File: src/rtl/mem_access_unit.sv
// RV32I load/store sequencer between a pipeline stage and a word-wide
// memory port: lane steering, sign extension and access fault detection.
module mem_access_unit #(
    parameter bit MISALIGN_CHECK = 1'b1
) (
    input  logic        clk,
    input  logic        rst_n,
    input  logic        req_valid,
    output logic        req_ready,
    input  logic        req_is_store,
    input  logic [2:0]  req_funct3,
    input  logic [31:0] req_addr,
    input  logic [31:0] req_wdata,
    input  logic [4:0]  req_rd,
    output logic        mem_read,
    output logic        mem_write,
    output logic [31:0] mem_address,
    output logic [31:0] mem_wdata,
    output logic [3:0]  mem_byte_enable,
    input  logic [31:0] mem_rdata,
    input  logic        mem_resp,
    output logic        rsp_valid,
    input  logic        rsp_ready,
    output logic [31:0] rsp_rdata,
    output logic [4:0]  rsp_rd,
    output logic        rsp_load_regfile,
    output logic        rsp_fault
);

    typedef enum logic [1:0] {
        IDLE   = 2'd0,
        ACCESS = 2'd1,
        RESP   = 2'd2
    } state_t;

    localparam logic [1:0] SZ_BYTE = 2'b00;
    localparam logic [1:0] SZ_HALF = 2'b01;
    localparam logic [1:0] SZ_WORD = 2'b10;

    state_t      state_q, state_d;
    logic        store_q, store_d;
    logic [2:0]  f3_q, f3_d;
    logic [31:0] addr_q, addr_d;
    logic [31:0] wdata_q, wdata_d;
    logic [4:0]  rd_q, rd_d;
    logic [31:0] rdata_q, rdata_d;
    logic        fault_q, fault_d;
    logic        lrf_q, lrf_d;

    logic        req_undef;
    logic        req_misal;
    logic        req_fault;
    logic        in_access;
    logic [7:0]  lane_b;
    logic [15:0] lane_h;
    logic [31:0] load_ext;

    // Fault classification of the incoming request
    always_comb begin
        req_undef = 1'b0;
        if (req_is_store) begin
            req_undef = req_funct3[2] || (req_funct3[1:0] == 2'b11);
        end else begin
            req_undef = (req_funct3[1:0] == 2'b11) || (req_funct3 == 3'b110);
        end
        req_misal = 1'b0;
        if (MISALIGN_CHECK) begin
            req_misal = ((req_funct3[1:0] == SZ_HALF) && req_addr[0])
                     || ((req_funct3[1:0] == SZ_WORD) && (req_addr[1:0] != 2'b00));
        end
        req_fault = req_undef || req_misal;
    end

    always_comb begin
        lane_b   = mem_rdata[{addr_q[1:0], 3'b000} +: 8];
        lane_h   = mem_rdata[{addr_q[1], 4'b0000} +: 16];
        load_ext = mem_rdata;
        unique case (1'b1)
            (f3_q[1:0] == SZ_BYTE): load_ext = {{24{~f3_q[2] & lane_b[7]}}, lane_b};
            (f3_q[1:0] == SZ_HALF): load_ext = {{16{~f3_q[2] & lane_h[15]}}, lane_h};
            default:                load_ext = mem_rdata;
        endcase
    end

    always_comb begin
        state_d = state_q;
        store_d = store_q;
        f3_d    = f3_q;
        addr_d  = addr_q;
        wdata_d = wdata_q;
        rd_d    = rd_q;
        rdata_d = rdata_q;
        fault_d = fault_q;
        lrf_d   = lrf_q;
        unique case (state_q)
            IDLE: begin
                if (req_valid) begin
                    store_d = req_is_store;
                    f3_d    = req_funct3;
                    addr_d  = req_addr;
                    wdata_d = req_wdata;
                    rd_d    = req_rd;
                    rdata_d = '0;
                    lrf_d   = 1'b0;
                    fault_d = req_fault;
                    // Faulting requests never touch memory
                    state_d = req_fault ? RESP : ACCESS;
                end
            end
            ACCESS: begin
                if (mem_resp) begin
                    rdata_d = store_q ? 32'd0 : load_ext;
                    lrf_d   = !store_q && (rd_q != 5'd0);
                    state_d = RESP;
                end
            end
            RESP: begin
                if (rsp_ready) begin
                    state_d = IDLE;
                end
            end
            default: state_d = IDLE;
        endcase
    end

    always_ff @(posedge clk or negedge rst_n) begin
        if (!rst_n) begin
            state_q <= IDLE;
            store_q <= 1'b0;
            f3_q    <= 3'd0;
            addr_q  <= '0;
            wdata_q <= '0;
            rd_q    <= '0;
            rdata_q <= '0;
            fault_q <= 1'b0;
            lrf_q   <= 1'b0;
        end else begin
            state_q <= state_d;
            store_q <= store_d;
            f3_q    <= f3_d;
            addr_q  <= addr_d;
            wdata_q <= wdata_d;
            rd_q    <= rd_d;
            rdata_q <= rdata_d;
            fault_q <= fault_d;
            lrf_q   <= lrf_d;
        end
    end

    assign in_access   = (state_q == ACCESS);
    assign req_ready   = (state_q == IDLE);
    assign mem_read    = in_access && !store_q;
    assign mem_write   = in_access && store_q;
    assign mem_address = in_access ? {addr_q[31:2], 2'b00} : 32'd0;

    // Store data is replicated so every enabled lane sees the right bytes
    always_comb begin
        mem_byte_enable = 4'b0000;
        mem_wdata       = 32'd0;
        if (in_access) begin
            if (!store_q) begin
                mem_byte_enable = 4'b1111;
            end else begin
                unique case (1'b1)
                    (f3_q[1:0] == SZ_BYTE): begin
                        mem_byte_enable = 4'b0001 << addr_q[1:0];
                        mem_wdata       = {4{wdata_q[7:0]}};
                    end
                    (f3_q[1:0] == SZ_HALF): begin
                        mem_byte_enable = 4'b0011 << addr_q[1:0];
                        mem_wdata       = {2{wdata_q[15:0]}};
                    end
                    default: begin
                        mem_byte_enable = 4'b1111;
                        mem_wdata       = wdata_q;
                    end
                endcase
            end
        end
    end

    assign rsp_valid        = (state_q == RESP);
    assign rsp_rdata        = rsp_valid ? rdata_q : 32'd0;
    assign rsp_rd           = rsp_valid ? rd_q : 5'd0;
    assign rsp_fault        = rsp_valid && fault_q;
    assign rsp_load_regfile = rsp_valid && lrf_q;

endmodule

File: config.mk
export PLATFORM = sky130hd
export DESIGN_NAME = mem_access_unit
export DESIGN_NICKNAME = d
export VERILOG_FILES = /design/src/rtl/mem_access_unit.sv
export SDC_FILE = /design/constraint.sdc
export NUM_CORES = 1
export LEC_CHECK = 0
export BUFFER_PORTS_ARGS = -buffer_cell sky130_fd_sc_hd__buf_2
export CORE_MARGIN = 10
export CORE_UTILIZATION = 45
export DETAILED_ROUTE_END_ITERATION = 10
export GPL_TIMING_DRIVEN = 0
export MAX_ROUTING_LAYER = met4
export PLACE_DENSITY_LB_ADDON = 0.12
export SLEW_MARGIN = 20
export SYNTH_ARGS = -nofsm -noshare
export SYNTH_HDL_FRONTEND = slang
export SYNTH_SLANG_ARGS = --single-unit
File: constraint.sdc
create_clock -name clk -period 2.33 [get_ports clk]
set_clock_uncertainty 0.15 [all_clocks]
set_input_delay 0 -clock clk [delete_from_list [all_inputs] [get_ports clk]]
set_output_delay 0 -clock clk [all_outputs]
set_load 0.05 [all_outputs]
==> key figures, run 1 <==
Timing
  – RSZ-0062 raised after global routing: false
  – Worst-margin pin slew: 0.592 ns
  – Setup violators final: 0
  – Tmin final: 2.22 ns
  – Final slew viol count: 0
  – Relative slew slack: 0.605
  – WHS: 0.0102 ns
  – Fmax: 450 MHz
  – Fin crit share: 0.953
  – Final Hold Fails: 0

Critical path
  – Max incr delay on CP: 0.37 ns
  – Setup crit start: addr_q[1]
  – Crit path depth: 5
  – Worst reg2reg path depth: 6
  – Crit. End Element: output port
  – Reg-to-Reg Start: state_q[0]
  – CP startpoint kind: register
  – Crit path cell chain: buf_6 > clkbuf_1 > or2_2 > a21oi_1 > buf_2
  – Worst path slowest cell: dfrtp_1
  – Crit Path Class: reg -> out
  – R2r setup slk: 0.18 ns
  – CP max FO: 10
  – CP Capture Point: mem_byte_enable[0]
  – Critical path arrival: 2.07 ns
  – Reg2reg end: addr_q[6]
  – Critical Path RT: 2.18 ns
  – Buffer and inverter count on the worst path: 3
  – Top Family by Delay on Critical Path: buffers and inverters

Clock network
  – Max clock buf depth: 2
  – Clk slew on worst S/H paths: 0.07 ns
  – Clock Latency Late Sink: 0.35 ns
  – CTS Sinks: 109
  – H-Tree Depth: 3
  – Num CTS Buffers: 9
  – CTS root buf: clkbuf_16
  – Setup bufs post-CTS: 0
  – CTS tree: yes

Drt
  – WL/cell: 18.4 um
  – Final wirelength: 22000 um
  – Iter 0 DRT Violations: 519
  – Post-DR vias/cell: 5.20
  – Drt pass-1 iters: 6
  – Via Count: 6220
  – DRC Markers: 0
  – Number of antenna-violating nets in the routed design: 0

Synth
  – Largest cells by area after synthesis: dfrtp_1, nand2_1, and2_1
  – Synthesized area: 0.00577 sq mm
  – Yosys reg bits: 109
  – Register area share after synthesis: 0.473
  – Synth Area per Inst: 8.46 sq um
  – Cell taking the most area after synthesis: dfrtp_1
  – Share of Yosys cell area claimed by the top area cell type: 0.473
  – Library cells used by synthesis: 35
  – Synth warnings: 0
  – Synthesized instance count: 682

Die
  – DIE HEIGHT: 133 um
  – Die area: 0.0178 sq mm
  – Initial Utilization: 0.459
  – Site Rows: 41
  – Core area: 0.0126 sq mm
  – Top Ports: 221
  – Die width: 133 um

GRT
  – Largest net degree at the start of global routing: 72
  – Initial antenna violation count: 0
  – GRT Overall Usage: 0.248
  – First-pass GRT wire length: 34500 um
  – Grt total ovfl: 0
  – Vias in the first global route: 6399

Power and ir drop
  – Leakage: 4.68 nW
  – Switching share of power: 0.415
  – Sequential cell fraction of total power: 0.368
  – Max VDD drop: 0.578 mV
  – Pint: 0.00465 W
  – Clock power share: 0.213
  – Switch Pwr: 0.00330 W
  – P per Cell Area: 931 mW/mm^2
  – Combinational power share: 0.419
  – Tot Pwr: 0.00796 W

Final layout
  – Fillers: 1025
  – Ratio of cells with drive above 1 in the final layout: 0.266
  – Syn-to-layout area delta: 48.1%
  – Nets: 1129
  – Antenna cells: 0

Placement
  – Port Buf Inserts: 218
  – HPWL after DPL: 15600 um
  – GPL Wtd Cong: 0.927

Run status
  – Status: completed

Worst hold path
  – Worst min path class: in -> reg

Job
  – Max-Cap Viols: 0
[worst register-to-register path, cell delays in order (launching register included)]
cell and delay, ns:
dfrtp_1 0.45, nor2_1 0.24, and2_1 0.18, clkbuf_1 0.43, clkbuf_1 0.43, nand2_1 0.13
nand2_1 0.08
[placed cells by master, fill, tap and decap left out, types with 8 or more instances in the layout]
cell type / synthesis / routed
nand2_1: 246 / 246
clkbuf_16: 0 / 9
buf_2: 5 / 220
inv_1: 11 / 11
a21oi_1: 21 / 21
a221o_1: 25 / 25
mux2i_1: 18 / 18
clkbuf_1: 42 / 31
and2_1: 70 / 70
dfrtp_1: 109 / 109
mux4_2: 8 / 8
o21ai_0: 19 / 19
a31oi_1: 9 / 9
a21o_1: 8 / 8
dlygate4sd3_1: 0 / 106
o22ai_1: 9 / 9
and3_1: 8 / 8
nor2_1: 36 / 35
clkbuf_2: 0 / 11
[metal layers]
layer,vias up,track usage,part of all wire
met5,-,-,0
met4,0,0.0967,0.025
met3,39,0.0481,0.067
met2,295,0.403,0.49
met1,2972,0.299,0.42
li1,2914,-,-
[area by class of cell]
| cell class | instances | area, sq um | area share |
|---|---|---|---|
| Timing Repair Buffer | 326 | 2210 | 0.258 |
| Clock buffer | 13 | 260 | 0.0304 |
| Buffer | 52 | 250 | 0.0293 |
| Multi-Input combinational cell | 510 | 2780 | 0.325 |
| Clock inverter | 3 | 67.6 | 0.00790 |
| Sequential cell | 109 | 2730 | 0.319 |
| Tap cell | 172 | 215 | 0.0252 |
| Inverter | 11 | 41.3 | 0.00483 |
[worst min path at each step]
stage	startpoint	endpoint	slack, ns	cells past startpoint
after global routing	mem_rdata[10]	rdata_q[10]	0.01	4
after global placement	req_addr[24]	addr_q[24]	0.04	3
final	mem_rdata[11]	rdata_q[11]	0.01	4
after floorplan	rst_n	addr_q[0]	-0.45	0
after detailed placement	rst_n	rdata_q[29]	-0.21	1
after CTS	mem_rdata[11]	rdata_q[11]	0.005	4
[registers in the layout, indices dropped and copies added, names as in the netlist]
name     count
rd_q         5
addr_q      32
wdata_q     32
f3_q         3
rdata_q     32
store_q      1
state_q      2
lrf_q        1
fault_q      1
[Yosys cell counts]
cell type	number
mux2i_1	18
o21ai_0	19
nand2b_1	3
mux4_2	8
nand2_1	246
nand3b_1	2
a21o_1	8
dfrtp_1	109
inv_1	11
and2_1	70
a221o_1	25
a22oi_4	1
and3b_1	1
nor2_1	36
clkbuf_1	42
buf_6	2
a31oi_1	9
a21oi_1	21
buf_1	2
buf_2	5
buf_4	2
and2b_1	1
o21bai_1	1
o22ai_1	9
and3_1	8
or2_2	3
nor4_4	1
or4_1	1
o41ai_1	1
nand3_1	7
mux2_2	1
conb_1	1
and4b_1	1
nor2b_1	6
nand3b_2	1
[per-stage QoR]
| stage | cells | setup TNS, ns | instance area (sq um) | worst slack [ns] | util |
|---|---|---|---|---|---|
| after floorplan | 683 | 0 | 5770 | 0.0597 | - |
| after CTS | 1197 | 0 | 8530 | 0.0288 | 0.679 |
| after global placement | 1073 | -20.18 | 7080 | -0.194 | 0.563 |
| after global routing | 1196 | 0 | 8550 | 0.00536 | 0.680 |
| final | 1196 | 0 | 8550 | 0.110 | 0.680 |
| after detailed placement | 1074 | -0.0865 | 7110 | -0.0391 | 0.566 |
[kinds of logic after synthesis]
| family | count (synthesis) | synth area share |
|---|---|---|
| other | 1 | 0.000650 |
| AOI/OAI and AO/OA | 94 | 0.114 |
| muxes | 27 | 0.0644 |
| and+or+nand+nor | 387 | 0.301 |
| buffers and inverters | 64 | 0.0466 |
| DFF | 109 | 0.473 |
[timing repair]
action,CTS,global route
endpoints found under the hold margin,214,0
hold buffers,107,0
cloned,0,0
endpoints found under the setup margin,53,65
gates resized for setup,7,21
pin swaps,0,0
[power by group through the flow]
| stage | sequential [W] | clock, W | combinational, W |
|---|---|---|---|
| after global routing | 0.00300 | 0.00180 | 0.00364 |
| final | 0.00293 | 0.00169 | 0.00333 |
| after floorplan | 0.00278 | 0 | 0.00230 |
| after CTS | 0.00292 | 0.00172 | 0.00329 |
| after global placement | 0.00292 | 0 | 0.00305 |
| after detailed placement | 0.00295 | 0 | 0.00312 |
Note: power is estimated with default switching activity, not from simulation.
==> run 2, diff against run 1 <==
- ABC_AREA: default -> 1
==> key figures, run 2 <==
Run status
  – Status: completed

Critical path
  – Crit Path Class: reg -> out
  – CP max FO: 10 (unchanged)
  – Crit path cell chain: nor2_2 > clkbuf_2 > nor2_1 > nor2_1 > buf_2
  – Worst path slowest cell: dfrtp_1
  – CP most frequent cell: nor2_1
  – Setup crit start: f3_q[0]
  – R2r setup slk: 0.13 ns (-0.05 ns)
  – Critical Path RT: 2.18 ns (about the same)
  – Reg2reg end: rdata_q[6]
  – Reg-to-Reg Start: f3_q[1]
  – Crit. End Element: output port
  – CP startpoint kind: register
  – Max incr delay on CP: 0.43 ns (+0.06 ns)
  – Worst reg2reg path depth: 9 (+3)
  – Critical path arrival: 2.08 ns (about the same)

Drt
  – Number of antenna-violating nets in the routed design: 0 (unchanged)
  – Iter 0 DRT Violations: 629 (+21%)
  – DRC Markers: 0 (unchanged)
  – WL/cell: 16.5 um (-10%)
  – Via Count: 6757 (+8.6%)
  – Post-DR vias/cell: 5.00 (-3.8%)
  – Drt pass-1 iters: 6 (unchanged)
  – Final wirelength: 22300 um (+1.4%)

GRT
  – GRT Overall Usage: 0.255 (+0.00704)
  – Grt total ovfl: 0 (unchanged)
  – GRT met1 Usage: 0.308 (+0.00868)
  – GR Util met3: 0.0594 (+0.0113)
  – First-pass GRT wire length: 35400 um (+2.6%)
  – Initial antenna violation count: 2 (+2)
  – Vias in the first global route: 6739 (+5.3%)
  – Largest net degree at the start of global routing: 59 (-18%)
  – Most used routing layer: met2
  – GR Util met2: 0.412 (+0.00893)

Synth
  – Adder-cell share of the synthesized area: 0 (unchanged)
  – Largest cells by area after synthesis: dfrtp_1, nand2_1, nor2_1
  – Synth Area per Inst: 7.02 sq um (-17%)
  – Library cells used by synthesis: 24 (-31%)
  – Register area share after synthesis: 0.474 (+0.00175)
  – Cell taking the most area after synthesis: dfrtp_1
  – Yosys reg bits: 109 (unchanged)
  – Top-count cell post-synth: nand2_1
  – Post-synthesis simple-gate area fraction: 0.294 (-0.00759)
  – Synth warnings: 0 (unchanged)
  – Multiplexer area fraction after synthesis: 0 (-0.0644)
  – Synthesized area: 0.00575 sq mm (-0.37%)
  – Asr flop ratio synth: 1.00 (unchanged)
  – Synthesized instance count: 819 (+20%)
  – Largest family of logic cells by synthesized area: simple AND/OR/NAND/NOR gates
  – Commonest cells in the netlist: nand2_1, nor2_1, dfrtp_1
  – Synth Area in XOR/XNOR: 0 (unchanged)
  – Number of enable flip-flop cells after synthesis: 0 (unchanged)
  – Prevailing post-synth register cell: dfrtp_1
  – Share of Yosys cell area claimed by the top area cell type: 0.474 (+0.00175)
  – Synth Area in Compound Gates: 0.127 (+0.0126)

Timing
  – Final Hold Fails: 0 (unchanged)
  – Fin crit share: 0.956 (+0.00268)
  – Relative slew slack: 0.600 (-0.00578)
  – Worst-margin pin slew: 0.600 ns (+0.00867 ns)
  – RSZ-0062 raised after global routing: true
  – Fmax: 449 MHz (-0.28%)
  – Final slew viol count: 0 (unchanged)
  – Tmin final: 2.23 ns (+0.00624 ns)
  – Setup violators final: 0 (unchanged)
  – WHS: 0.0321 ns (+0.0219 ns)

Final layout
  – Commonest non-fill, non-tap cell in the layout: nand2_1
  – Nets: 1283 (+14%)
  – Biggest regs: addr_q: 32 flops, rdata_q: 32 flops, wdata_q: 32 flops
  – Ratio of cells with drive above 1 in the final layout: 0.244 (-0.0218)
  – Commonest non-fill, non-tap cells in the layout: nand2_1, buf_2, nor2_1
  – Fin util: 0.694 (+0.0134)
  – Syn-to-layout area delta: 51.6%
  – Fillers: 1070 (+4.4%)

Clock network
  – CTS Sinks: 109 (unchanged)
  – Max clock buf depth: 2 (unchanged)
  – Clock Latency Late Sink: 0.35 ns (about the same)
  – H-Tree Depth: 3 (unchanged)
  – Num CTS Buffers: 9 (unchanged)
  – CTS tree: yes
  – Setup bufs post-CTS: 0 (unchanged)
  – CTS root buf: clkbuf_16
  – Clk slew on worst S/H paths: 0.07 ns (about the same)

Die
  – DIE HEIGHT: 133 um (-0.16%)
  – Die width: 133 um (-0.16%)
  – Initial Utilization: 0.457 (-0.00169)
  – Die area: 0.0177 sq mm (-0.31%)
  – Core area: 0.0126 sq mm (unchanged)
  – Site Rows: 41 (unchanged)
  – Top Ports: 221 (unchanged)

Power and ir drop
  – Switch Pwr: 0.00434 W (+31%)
  – Combinational power share: 0.508 (+0.089)
  – Max VDD drop: 0.729 mV (+26%)
  – Tot Pwr: 0.00941 W (+18%)
  – Pint: 0.00507 W (+9.0%)
  – P per Cell Area: 1080 mW/mm^2 (+16%)
  – Sequential cell fraction of total power: 0.318 (-0.050)
  – Leakage: 4.68 nW (about the same)
  – Clock power share: 0.174 (-0.039)
  – Switching share of power: 0.461 (+0.0460)

Placement
  – Port Buf Inserts: 218 (unchanged)
  – GPL Wtd Cong: 0.933 (+0.61%)
  – HPWL after DPL: 15500 um (-0.79%)

Job
  – Max-Cap Viols: 0 (unchanged)

Worst hold path
  – Worst min path class: in -> async
run 2: cell count changes after synthesis, moves of 13 or more:
cell      delta
nor2_1     +114
mux2i_1     -18
clkbuf_1    -19
inv_1       +83
nand3_1     +13
and2_1      -70
o21ai_1     +19
a221o_1     -25
o21ai_0     +56
run 2: cell families after synthesis:
kind of cell / Yosys count
flip-flops: 109
buffers and inverters: 146
AND/OR/NAND/NOR: 427
other: 1
AO/OA/AOI/OAI: 136
run 2: per-stage QoR:
stage | std cells | setup TNS [ns] | worst slack [ns] | area (sq um)
after floorplan | 820 | -0.626 | -0.214 | 5780
after detailed placement | 1211 | 0 | 0.266 | 7120
after CTS | 1349 | 0 | 0.00795 | 8660
after global placement | 1210 | -24.48 | -0.232 | 7080
after global routing | 1351 | -0.0104 | -0.00495 | 8720
final | 1351 | 0 | 0.104 | 8720
run 2: worst max-delay path by stage:
stage	slack, ns	endpoint	cells past startpoint
2_1_floorplan	-0.21	mem_wdata[15]	5
3_3_place_gp	-0.23	wdata_q[21]	1
3_5_place_dp	0.27	wdata_q[7]	5
4_1_cts	0.008	mem_wdata[16]	7
5_1_grt	-0.005	rdata_q[10]	8
6_report	0.10	mem_wdata[10]	5
run 2: critical path, delay by kind of cell, from the launching register on:
kind | cells | cell delay (ns)
buffers and inverters | 2 | 0.66
AND/OR/NAND/NOR | 3 | 0.63
flip-flops | 1 | 0.43
run 2: power groups by stage:
stage | logic [W] | registers [W] | clock network (W)
after floorplan | 0.00316 | 0.00289 | 0
after global placement | 0.00426 | 0.00299 | 0
after detailed placement | 0.00431 | 0.00300 | 0
after CTS | 0.00468 | 0.00298 | 0.00165
after global routing | 0.00533 | 0.00308 | 0.00173
final | 0.00478 | 0.00300 | 0.00164
run 2: final cells by class:
class | instances | area, sq um | share of cell area
Sequential cell | 109 | 2730 | 0.313
Multi-Input combinational cell | 565 | 2470 | 0.283
Timing Repair Buffer | 342 | 2370 | 0.272
Inverter | 98 | 368 | 0.0422
Buffer | 48 | 250 | 0.0287
Clock buffer | 11 | 233 | 0.0267
Tap cell | 172 | 215 | 0.0247
Clock inverter | 4 | 73.8 | 0.00847
Antenna cell | 2 | 5.00 | 0.000574
run 2: repair_timing:
action / 4_1_cts / 5_1_grt
resized for setup: 2 / 30
hold buffers: 123 / 0
endpoints found under the setup margin: 13 / 46
pin swaps: 0 / 0
endpoints found under the hold margin: 216 / 0
run 2: metal layers:
metal  vias to the layer above  routed length (um)
li1                       3232                   -
met1                      3192                9140
met2                       298               11000
met3                        35                1630
met4                         0                 502
met5                         -                   0
==> run 3, diff against run 2 <==
- ABC_AREA: 1 -> default
- CORE_MARGIN: 10 -> 2
==> key figures, run 3 (synthesis gave the netlist of run 1 again) <==
Timing
  – Tmin final: 2.22 ns (-0.00977 ns)
  – Final slew viol count: 0 (unchanged)
  – Fin crit share: 0.951 (-0.00419)
  – RSZ-0062 raised after global routing: false
  – Setup violators final: 0 (unchanged)
  – Relative slew slack: 0.607 (+0.00727)
  – Final Hold Fails: 0 (unchanged)
  – Fmax: 451 MHz (+0.44%)
  – Worst-margin pin slew: 0.590 ns (-0.0109 ns)

Drt
  – Final wirelength: 20300 um (-8.9%)
  – DRC Markers: 0 (unchanged)
  – Iter 0 DRT Violations: 433 (-31%)
  – Via Count: 6152 (-9.0%)
  – Number of antenna-violating nets in the routed design: 0 (unchanged)
  – Drt pass-1 iters: 5 (-1)
  – WL/cell: 17.0 um (+2.8%)
  – Post-DR vias/cell: 5.14 (+2.8%)

Placement
  – GPL Wtd Cong: 0.890 (-4.6%)
  – HPWL after DPL: 13700 um (-12%)
  – DP Area: 0.00711 sq mm (about the same)
  – Port Buf Inserts: 218 (unchanged)

Die
  – Die width: 117 um (-12%)
  – Site Rows: 41 (unchanged)
  – Top Ports: 221 (unchanged)
  – Initial Utilization: 0.459 (+0.00169)
  – Die area: 0.0137 sq mm (-22%)
  – Core area: 0.0126 sq mm (unchanged)
  – DIE HEIGHT: 117 um (-12%)

Power and ir drop
  – P per Cell Area: 909 mW/mm^2 (-16%)
  – Max VDD drop: 0.632 mV (-13%)
  – Leakage: 4.67 nW (-0.23%)
  – Tot Pwr: 0.00775 W (-18%)

Final layout
  – Commonest non-fill, non-tap cell in the layout: nand2_1
  – Antenna cells: 0 (-2)
  – Finished Cell Area: 0.00853 sq mm (-2.2%)
  – Commonest non-fill, non-tap cells in the layout: nand2_1, buf_2, dfrtp_1
  – Syn-to-layout area delta: 47.8%
  – Biggest regs: addr_q: 32 flops, rdata_q: 32 flops, wdata_q: 32 flops
  – Nets: 1130 (-12%)
  – Ratio of cells with drive above 1 in the final layout: 0.267 (+0.0235)

Critical path
  – CP startpoint kind: register
  – Critical path arrival: 2.07 ns (about the same)
  – Worst reg2reg path depth: 5 (-4)
  – Crit Path Class: reg -> out
  – Crit. End Element: output port
  – Critical Path RT: 2.18 ns (about the same)
  – CP max FO: 10 (unchanged)

GRT
  – Vias in the first global route: 6320 (-6.2%)
  – Initial antenna violation count: 0 (-2)
  – Largest net degree at the start of global routing: 74 (+25%)
  – Grt total ovfl: 0 (unchanged)
  – First-pass GRT wire length: 31400 um (-11%)
  – GRT Overall Usage: 0.309 (+0.0539)

Worst hold path
  – Worst min path class: in -> reg
  – Hold Crit Depth: 4

Clock network
  – CTS tree: yes
  – CTS root buf: clkbuf_16
  – CTS Sinks: 109 (unchanged)
  – Setup bufs post-CTS: 0 (unchanged)
  – H-Tree Depth: 3 (unchanged)
  – Max clock buf depth: 2 (unchanged)
  – Num CTS Buffers: 9 (unchanged)
  – Clock Latency Late Sink: 0.36 ns (about the same)
  – Clk slew on worst S/H paths: 0.07 ns (about the same)

Job
  – Max-Cap Viols: 0 (unchanged)

Run status
  – Status: completed
-- run 3: cell count changes in the layout (fill, tap and decap cells not counted), moves of 9 or more --
cell and change:
inv_1 -82, nor2_1 -114, a221o_1 +25, dlygate4sd3_1 -15, nand3_1 -13, o21ai_0 -56
clkbuf_1 +10, buf_4 -11, mux2i_1 +18, a21oi_1 +9, a31oi_1 +9, and2_1 +70
o21ai_1 -19
-- run 3: path summary, 6_finish.rpt --
check / start / end / slack (ns)
setup / recovery: addr_q[1] / mem_byte_enable[0] / 0.11
hold / removal: mem_rdata[11] / rdata_q[11] / 0.01
setup reg to reg: state_q[0] / wdata_q[23] / 0.26
hold reg to reg: rdata_q[0] / rdata_q[0] / 0.32
max in group asynchronous: rst_n / wdata_q[13] / 1.63
min in group asynchronous: rst_n / rdata_q[21] / 0.02
-- run 3: cell type report --
class	instances	area (sq um)
tap	172	215
multi-input combinational	510	2790
sequential	109	2730
clock buffer	11	253
fill	1032	4040
inverter	11	41.3
clock inverter	5	35.0
buffer	51	244
timing repair buffer	328	2230
-- run 3: critical path: stages, from the launching register on --
cell and delay, ns:
dfrtp_1 0.38, buf_6 0.13, clkbuf_1 0.25, or2_2 0.36, a21oi_1 0.27, buf_2 0.32
-- run 3: what timing repair did --
action / CTS / global route
setup endpoints to repair: 49 / 82
pin swaps: 0 / 0
hold buffers: 109 / 0
resized for setup: 5 / 20
hold endpoints to repair: 216 / 0
-- run 3: through the flow --
| stage | std cells | hold slack, ns | TNS [ns] | setup slack, ns | util |
|---|---|---|---|---|---|
| after detailed placement | 1074 | -0.228 | 0 | 0.0168 | 0.566 |
| after global routing | 1197 | 0.0527 | 0 | 0.00955 | 0.678 |
| after floorplan | 683 | -0.446 | 0 | 0.0597 | - |
| final | 1197 | 0.0143 | 0 | 0.113 | 0.678 |
| after CTS | 1199 | 0.00155 | -0.000660 | -0.000660 | 0.677 |
| after global placement | 1073 | 0.0394 | -15.88 | -0.157 | 0.563 |
-- run 3: report_power, final --
part / switching, W / internal, W / leakage, nW
Clock: 0.000728 / 0.000785 / 0.141
Sequential: 0.000455 / 0.00248 / 1.39
Combinational: 0.00214 / 0.00117 / 3.13
-- run 3: metal layers --
metal  global-route usage  wire length, um
met5                    -                0
met4                0.140              663
met3               0.0494             1290
met2                0.513            10000
met1                0.371             8310
